**src/rtl/ram_test_engine.sv**
```systemverilog
// rtl/ram_test_engine.sv - AXI4 master that fills RAM with an address pattern and checks one 4 KB page.
// One burst outstanding at a time; the word at byte address A is expected to hold A/4.
module ram_test_engine #(
   parameter int unsigned RAM_SIZE    = 65536,
   parameter int unsigned BURST_BEATS = 64
) (
   input  logic        clk,
   input  logic        reset,
   input  logic        start_fill,
   input  logic        start_read,
   input  logic [31:0] read_addr,
   output logic        busy,
   output logic        done,
   output logic [31:0] error_count,
   output logic [31:0] first_error_addr,
   output logic [31:0] M_AXI_AWADDR,
   output logic [7:0]  M_AXI_AWLEN,
   output logic [2:0]  M_AXI_AWSIZE,
   output logic [1:0]  M_AXI_AWBURST,
   output logic        M_AXI_AWVALID,
   input  logic        M_AXI_AWREADY,
   output logic [31:0] M_AXI_WDATA,
   output logic [3:0]  M_AXI_WSTRB,
   output logic        M_AXI_WLAST,
   output logic        M_AXI_WVALID,
   input  logic        M_AXI_WREADY,
   input  logic [1:0]  M_AXI_BRESP,
   input  logic        M_AXI_BVALID,
   output logic        M_AXI_BREADY,
   output logic [31:0] M_AXI_ARADDR,
   output logic [7:0]  M_AXI_ARLEN,
   output logic [2:0]  M_AXI_ARSIZE,
   output logic [1:0]  M_AXI_ARBURST,
   output logic        M_AXI_ARVALID,
   input  logic        M_AXI_ARREADY,
   input  logic [31:0] M_AXI_RDATA,
   input  logic [1:0]  M_AXI_RRESP,
   input  logic        M_AXI_RLAST,
   input  logic        M_AXI_RVALID,
   output logic        M_AXI_RREADY
);

   localparam logic [31:0] BURST_BYTES = 32'(4 * BURST_BEATS);
   localparam logic [31:0] RAM_MASK    = 32'(RAM_SIZE - 1);
   localparam logic [31:0] FILL_LAST   = 32'(RAM_SIZE / (4 * BURST_BEATS) - 1);
   localparam logic [31:0] READ_LAST   = 32'(4096 / (4 * BURST_BEATS) - 1);
   localparam logic [7:0]  LAST_BEAT   = 8'(BURST_BEATS - 1);

   typedef enum logic [2:0] {
      S_IDLE, S_FILL_AW, S_FILL_W, S_FILL_B, S_READ_AR, S_READ_R, S_DONE
   } state_t;

   state_t      state, state_nxt;
   logic [31:0] burst_addr;
   logic [31:0] burst_idx;
   logic [7:0]  beat;
   logic        err_seen;
   logic [31:0] beat_addr;
   logic [31:0] expected_word;
   logic [31:0] next_burst_addr;
   logic        last_beat;
   logic        bad_beat;
   logic        unused_ok;

   assign beat_addr       = burst_addr + {22'd0, beat, 2'b00};
   assign expected_word   = {2'b00, beat_addr[31:2]};
   assign next_burst_addr = (burst_addr + BURST_BYTES) & RAM_MASK;
   assign last_beat       = (beat == LAST_BEAT);
   assign bad_beat        = (M_AXI_RDATA != expected_word) || (M_AXI_RRESP != 2'b00);
   // Burst end comes from the beat counter, so RLAST is deliberately not consulted.
   assign unused_ok       = ^{M_AXI_RLAST, read_addr[11:0], beat_addr[1:0]};

   function automatic logic [31:0] sat_inc(input logic [31:0] v);
      return (v == 32'hFFFF_FFFF) ? v : v + 32'd1;
   endfunction

   always_ff @(posedge clk) begin
      if (reset) state <= S_IDLE;
      else       state <= state_nxt;
   end

   // Payload outputs are driven only while their VALID is up, so they read zero otherwise.
   always_comb begin
      state_nxt     = state;
      busy          = 1'b1;
      done          = 1'b0;
      M_AXI_AWADDR  = 32'd0;
      M_AXI_AWLEN   = 8'd0;
      M_AXI_AWSIZE  = 3'd0;
      M_AXI_AWBURST = 2'd0;
      M_AXI_AWVALID = 1'b0;
      M_AXI_WDATA   = 32'd0;
      M_AXI_WSTRB   = 4'd0;
      M_AXI_WLAST   = 1'b0;
      M_AXI_WVALID  = 1'b0;
      M_AXI_BREADY  = 1'b0;
      M_AXI_ARADDR  = 32'd0;
      M_AXI_ARLEN   = 8'd0;
      M_AXI_ARSIZE  = 3'd0;
      M_AXI_ARBURST = 2'd0;
      M_AXI_ARVALID = 1'b0;
      M_AXI_RREADY  = 1'b0;
      case (state)
         S_IDLE: begin
            busy = 1'b0;
            if (start_fill)      state_nxt = S_FILL_AW;
            else if (start_read) state_nxt = S_READ_AR;
         end
         S_FILL_AW: begin
            M_AXI_AWVALID = 1'b1;
            M_AXI_AWADDR  = burst_addr;
            M_AXI_AWLEN   = LAST_BEAT;
            M_AXI_AWSIZE  = 3'd2;
            M_AXI_AWBURST = 2'b01;
            if (M_AXI_AWREADY) state_nxt = S_FILL_W;
         end
         S_FILL_W: begin
            M_AXI_WVALID = 1'b1;
            M_AXI_WDATA  = expected_word;
            M_AXI_WSTRB  = 4'hF;
            M_AXI_WLAST  = last_beat;
            if (M_AXI_WREADY && last_beat) state_nxt = S_FILL_B;
         end
         S_FILL_B: begin
            M_AXI_BREADY = 1'b1;
            if (M_AXI_BVALID) state_nxt = (burst_idx == FILL_LAST) ? S_DONE : S_FILL_AW;
         end
         S_READ_AR: begin
            M_AXI_ARVALID = 1'b1;
            M_AXI_ARADDR  = burst_addr;
            M_AXI_ARLEN   = LAST_BEAT;
            M_AXI_ARSIZE  = 3'd2;
            M_AXI_ARBURST = 2'b01;
            if (M_AXI_ARREADY) state_nxt = S_READ_R;
         end
         S_READ_R: begin
            M_AXI_RREADY = 1'b1;
            if (M_AXI_RVALID && last_beat)
               state_nxt = (burst_idx == READ_LAST) ? S_DONE : S_READ_AR;
         end
         S_DONE: begin
            busy      = 1'b0;
            done      = 1'b1;
            state_nxt = S_IDLE;
         end
         default: begin
            busy      = 1'b0;
            state_nxt = S_IDLE;
         end
      endcase
   end

   always_ff @(posedge clk) begin
      if (reset) begin
         burst_addr       <= 32'd0;
         burst_idx        <= 32'd0;
         beat             <= 8'd0;
         err_seen         <= 1'b0;
         error_count      <= 32'd0;
         first_error_addr <= 32'd0;
      end else begin
         case (state)
            S_IDLE: begin
               beat      <= 8'd0;
               burst_idx <= 32'd0;
               if (start_fill || start_read) begin
                  error_count      <= 32'd0;
                  first_error_addr <= 32'd0;
                  err_seen         <= 1'b0;
                  burst_addr       <= start_fill ? 32'd0 : ({read_addr[31:12], 12'h000} & RAM_MASK);
               end
            end
            S_FILL_W: begin
               if (M_AXI_WREADY) beat <= last_beat ? 8'd0 : beat + 8'd1;
            end
            S_FILL_B: begin
               if (M_AXI_BVALID) begin
                  if (M_AXI_BRESP != 2'b00) error_count <= sat_inc(error_count);
                  burst_addr <= next_burst_addr;
                  burst_idx  <= burst_idx + 32'd1;
               end
            end
            S_READ_R: begin
               if (M_AXI_RVALID) begin
                  beat <= last_beat ? 8'd0 : beat + 8'd1;
                  if (bad_beat) begin
                     error_count <= sat_inc(error_count);
                     if (!err_seen) begin
                        first_error_addr <= beat_addr;
                        err_seen         <= 1'b1;
                     end
                  end
                  if (last_beat) begin
                     burst_addr <= next_burst_addr;
                     burst_idx  <= burst_idx + 32'd1;
                  end
               end
            end
            default: ;
         endcase
      end
   end

endmodule
```
**config.mk**
```make
export PLATFORM = sky130hd
export DESIGN_NAME = ram_test_engine
export DESIGN_NICKNAME = d
export VERILOG_FILES = /design/src/rtl/ram_test_engine.sv
export SDC_FILE = /design/constraint.sdc
export NUM_CORES = 1
export LEC_CHECK = 0
export ABC_AREA = 1
export CAP_MARGIN = 0
export CORE_ASPECT_RATIO = 0.75
export CORE_MARGIN = 2
export CORE_UTILIZATION = 30
export CTS_CLUSTER_DIAMETER = 50
export DETAILED_ROUTE_END_ITERATION = 8
export GPL_ROUTABILITY_DRIVEN = 0
export SYNTH_ARGS = -nofsm -noshare
export SYNTH_HDL_FRONTEND = slang
export SYNTH_SLANG_ARGS = --single-unit
```
**constraint.sdc**
```tcl
create_clock -name clk -period 4.3 [get_ports clk]
set_clock_uncertainty 0.1 [all_clocks]
set_input_delay 0.86 -clock clk [delete_from_list [all_inputs] [get_ports clk]]
set_output_delay 0.86 -clock clk [all_outputs]
set_load 0.005 [all_outputs]
```
==> summary.txt <==
Run status
  – Status: finished clean

Die
  – Die area: between 0.02 and 0.03 sq mm
  – Core outline area: 0.0250 sq mm
  – Die X: about 190 um
  – FP Rows: 50
  – Vert. Die Dim: about 140 um
  – Initial core utilization: 0.306
  – Ports: around 280

Global route
  – Vias in the first global route: between 6000 and 7000
  – Remaining Overflow, GRT: 0
  – Largest net degree at the start of global routing: between 40 and 50
  – Global-route usage over all layers: 0.172
  – First-pass GRT wire length: 36900 um
  – Initial antenna violation count: 0

Yosys
  – Yosys warning total: 0
  – Post-synth top flop: dfxtp_1
  – Area of the mapped netlist: around 0.0076 sq mm
  – Cell variety after synth: 42
  – Synth Instances: approximately 1300
  – Leading post-synthesis cells by cell area: dfxtp_1, nand2_1, buf_4, nor2_1, inv_1
  – Post-synth top area share: 0.262
  – Most frequent cell after synthesis: nand2_1
  – Post-synth EDFFs: 0
  – Cell taking the most area after synthesis: dfxtp_1
  – Synthesized flop and latch total: 100
  – Top cells by count, synth: nand2_1, nor2_1, inv_1, buf_4, dfxtp_1
  – Post-Syn Area per Cell: 5.95 sq um
  – Ys async rst share: 0
  – Seq/Total Area, Yosys: 0.262

Placement
  – Port bufs: 156
  – Estimated wirelength of the detail-placed design: roughly 18000 um

Setup path
  – Reg-to-reg slack, setup: 1.06 ns
  – Critical-path cell list: inv_1 -> nand3_1 -> inv_1 -> clkdlybuf4s50_1
  – Crit path capture type: output port
  – Reg-to-reg critical path endpoint: error_count[26]$_SDFFE_PP0P_
  – Crit-path max cell delay: 0.67 ns
  – CP startpoint: state[2]$_SDFFE_PP0P_
  – Reg2reg path depth: 13
  – CP required: roughly 3.3 ns
  – Setup CP Type: flop to output port
  – Critical path startpoint category: flop
  – Critical path fanouts, max: 22
  – Critical Path AT: 2.52 ns
  – RR Startpoint: error_count[0]$_SDFFE_PP0P_
  – CP max-delay cell: nand3_1
  – Critical path's top delay family: buffers and inverters
  – Critical path buffers and inverters: 3
  – Most frequent CP cell: inv_1

CTS
  – Clock buffer depth: 2
  – Post-CTS Repair Setup Buffers: 0
  – CTS buffer count: 9
  – Clock latency on the worst-skew pair: between 0.3 and 0.4 ns
  – Clk Tree Root Cell: clkbuf_16
  – Clk sink count: 100
  – Hold-fix buffer count after cts: 0
  – CTS tree: built
  – Resize count post-CTS: 0
  – H-tree depth: 3
  – Clk pin slew, worst setup/hold paths: roughly 0.07 ns

Route
  – Vias: approximately 8000
  – Wire length per cell: about 13 um
  – Vias per std cell: ~4.5
  – Drt drc: 0
  – Final WL: between 20000 and 25000 um
  – Drt pass-1 iters: 5
  – Detailed Route Iter0 Violations: roughly 590
  – Antenna Nets Post-Route: 0

Hold path
  – Min-Delay Endpoint: first_error_addr[1]$_SDFFE_PP0P_
  – Worst hold path startpoint: first_error_addr[1]$_SDFFE_PP0P_
  – Hold-critical path depth: 2
  – Min-Delay Path Class: flop to flop

STA
  – # setup viols final: 0
  – Slew of the pin with the lowest slew margin: 0.931 ns
  – Hold_ws: roughly 0.37 ns
  – Final Hold Violating Endpoints: 0
  – Slew Limit Fails: 0
  – Min Tclk post-route: around 3.5 ns
  – Slew HR: 0.378
  – Setup Total Neg Slack: 0 ns
  – Max Clock Freq: ~290 MHz
  – Fin crit share: 0.810
  – RSZ-0062 raised after global routing: false

Pwr
  – Overall power: 4.37 mW
  – Pwr Density: 469 mW/mm^2
  – VDD IR max: around 230 uV
  – P_leak: a little under 4 nW

Job
  – Max Cap Viol: 0

Final layout
  – # diodes: 0
  – Nets: 1487
  – FILL cells: roughly 2700
  – Register area: between 0.002 and 0.0025 sq mm
  – Fraction of layout cells with a size suffix above 1: 0.0348
  – Synth-to-Final Area Change: 22.3%
  – Multi-input logic area: around 0.0042 sq mm
per-stage QoR:
stage,util,instances,worst slack [ns],cell area [sq um]
CTS,0.374,1745,0.769,9330
floorplan,-,1371,2.01,7970
finish,0.374,1745,0.817,9330
global placement,0.362,1729,0.895,9030
detailed placement,0.362,1729,0.858,9030
global route,0.374,1745,0.583,9330
area by class of cell:
| cell class | instances | share of cell area |
|---|---|---|
| Inverter | 191 | 0.0768 |
| Clock buffer | 12 | 0.0275 |
| Multi-Input combinational cell | 934 | 0.455 |
| Sequential cell | 100 | 0.215 |
| Clock inverter | 4 | 0.00510 |
| Tap cell | 338 | 0.0453 |
| Timing Repair Buffer | 166 | 0.175 |
power breakdown:
group	internal [mW]	total (mW)	switching, mW
Combinational	0.917	2.21	1.29
Sequential	1.12	1.32	0.201
Clock	0.482	0.849	0.367
Total	2.52	4.37	1.86
worst max path at each step:
stage	end	cells after the start
2_1_floorplan	M_AXI_WDATA[12]	8
3_3_place_gp	error_count[13]$_SDFFE_PP0P_	14
3_5_place_dp	error_count[26]$_SDFFE_PP0P_	14
4_1_cts	M_AXI_WSTRB[1]	4
5_1_grt	M_AXI_WSTRB[1]	4
6_report	M_AXI_WSTRB[1]	4
sequential cells by signal, indices dropped and copies added (netlist names):
name	cells
burst_idx	32
error_count	32
first_error_addr	16
beat	8
burst_addr	8
state	3
err_seen	1
cell usage in the layout (no fill, tap or decap), drive strengths merged:
cell type	n
a211oi	4
a21boi	1
a21oi	43
a221oi	2
a2bb2oi	1
a31oi	2
buf	10
bufinv	1
clkbuf	12
clkdlybuf4s50	156
clkinv	8
clkinvlp	1
conb	91
dfxtp	100
ha	7
inv	185
nand2	303
nand3	75
nand3b	4
nand4	57
nor2	210
nor3	46
nor3b	6
nor4	9
o2111ai	1
o211ai	2
o21a	7
o21ai	44
o22ai	1
o31ai	3
or2	2
or3	1
xor2	12
worst register-to-register path: stages (launching register included):
cell and delay, ns:
dfxtp_1 0.49, ha_1 0.29, nand3_1 0.16, nor2_1 0.22
nand4_1 0.17, nor2_2 0.33, nand4_1 0.18, nor3b_2 0.19
buf_4 0.26, nand3_2 0.11, buf_4 0.40, nand2_1 0.14
inv_1 0.08, nor2_1 0.04
cells by family (layout without fill, tap and decap cells):
| family | count (synthesis) | count (layout) | share of synthesized area |
|---|---|---|---|
| simple gates | 713 | 713 | 0.406 |
| buf+inv | 337 | 373 | 0.225 |
| compound gates | 111 | 111 | 0.0809 |
| flops | 100 | 100 | 0.262 |
| xor+xnor | 12 | 12 | 0.0138 |
| fa+ha+maj | 7 | 7 | 0.0115 |
| other cells | 1 | 91 | 0.000492 |
routing by layer:
metal  vias to the layer above  global-route usage  share of wire
li1                       4104                   -              -
met1                      3554               0.242           0.49
met2                       250               0.261           0.42
met3                        24              0.0454          0.079
met4                         0              0.0390          0.016
met5                         -                   0              0
Note: power is estimated with default switching activity, not from simulation.
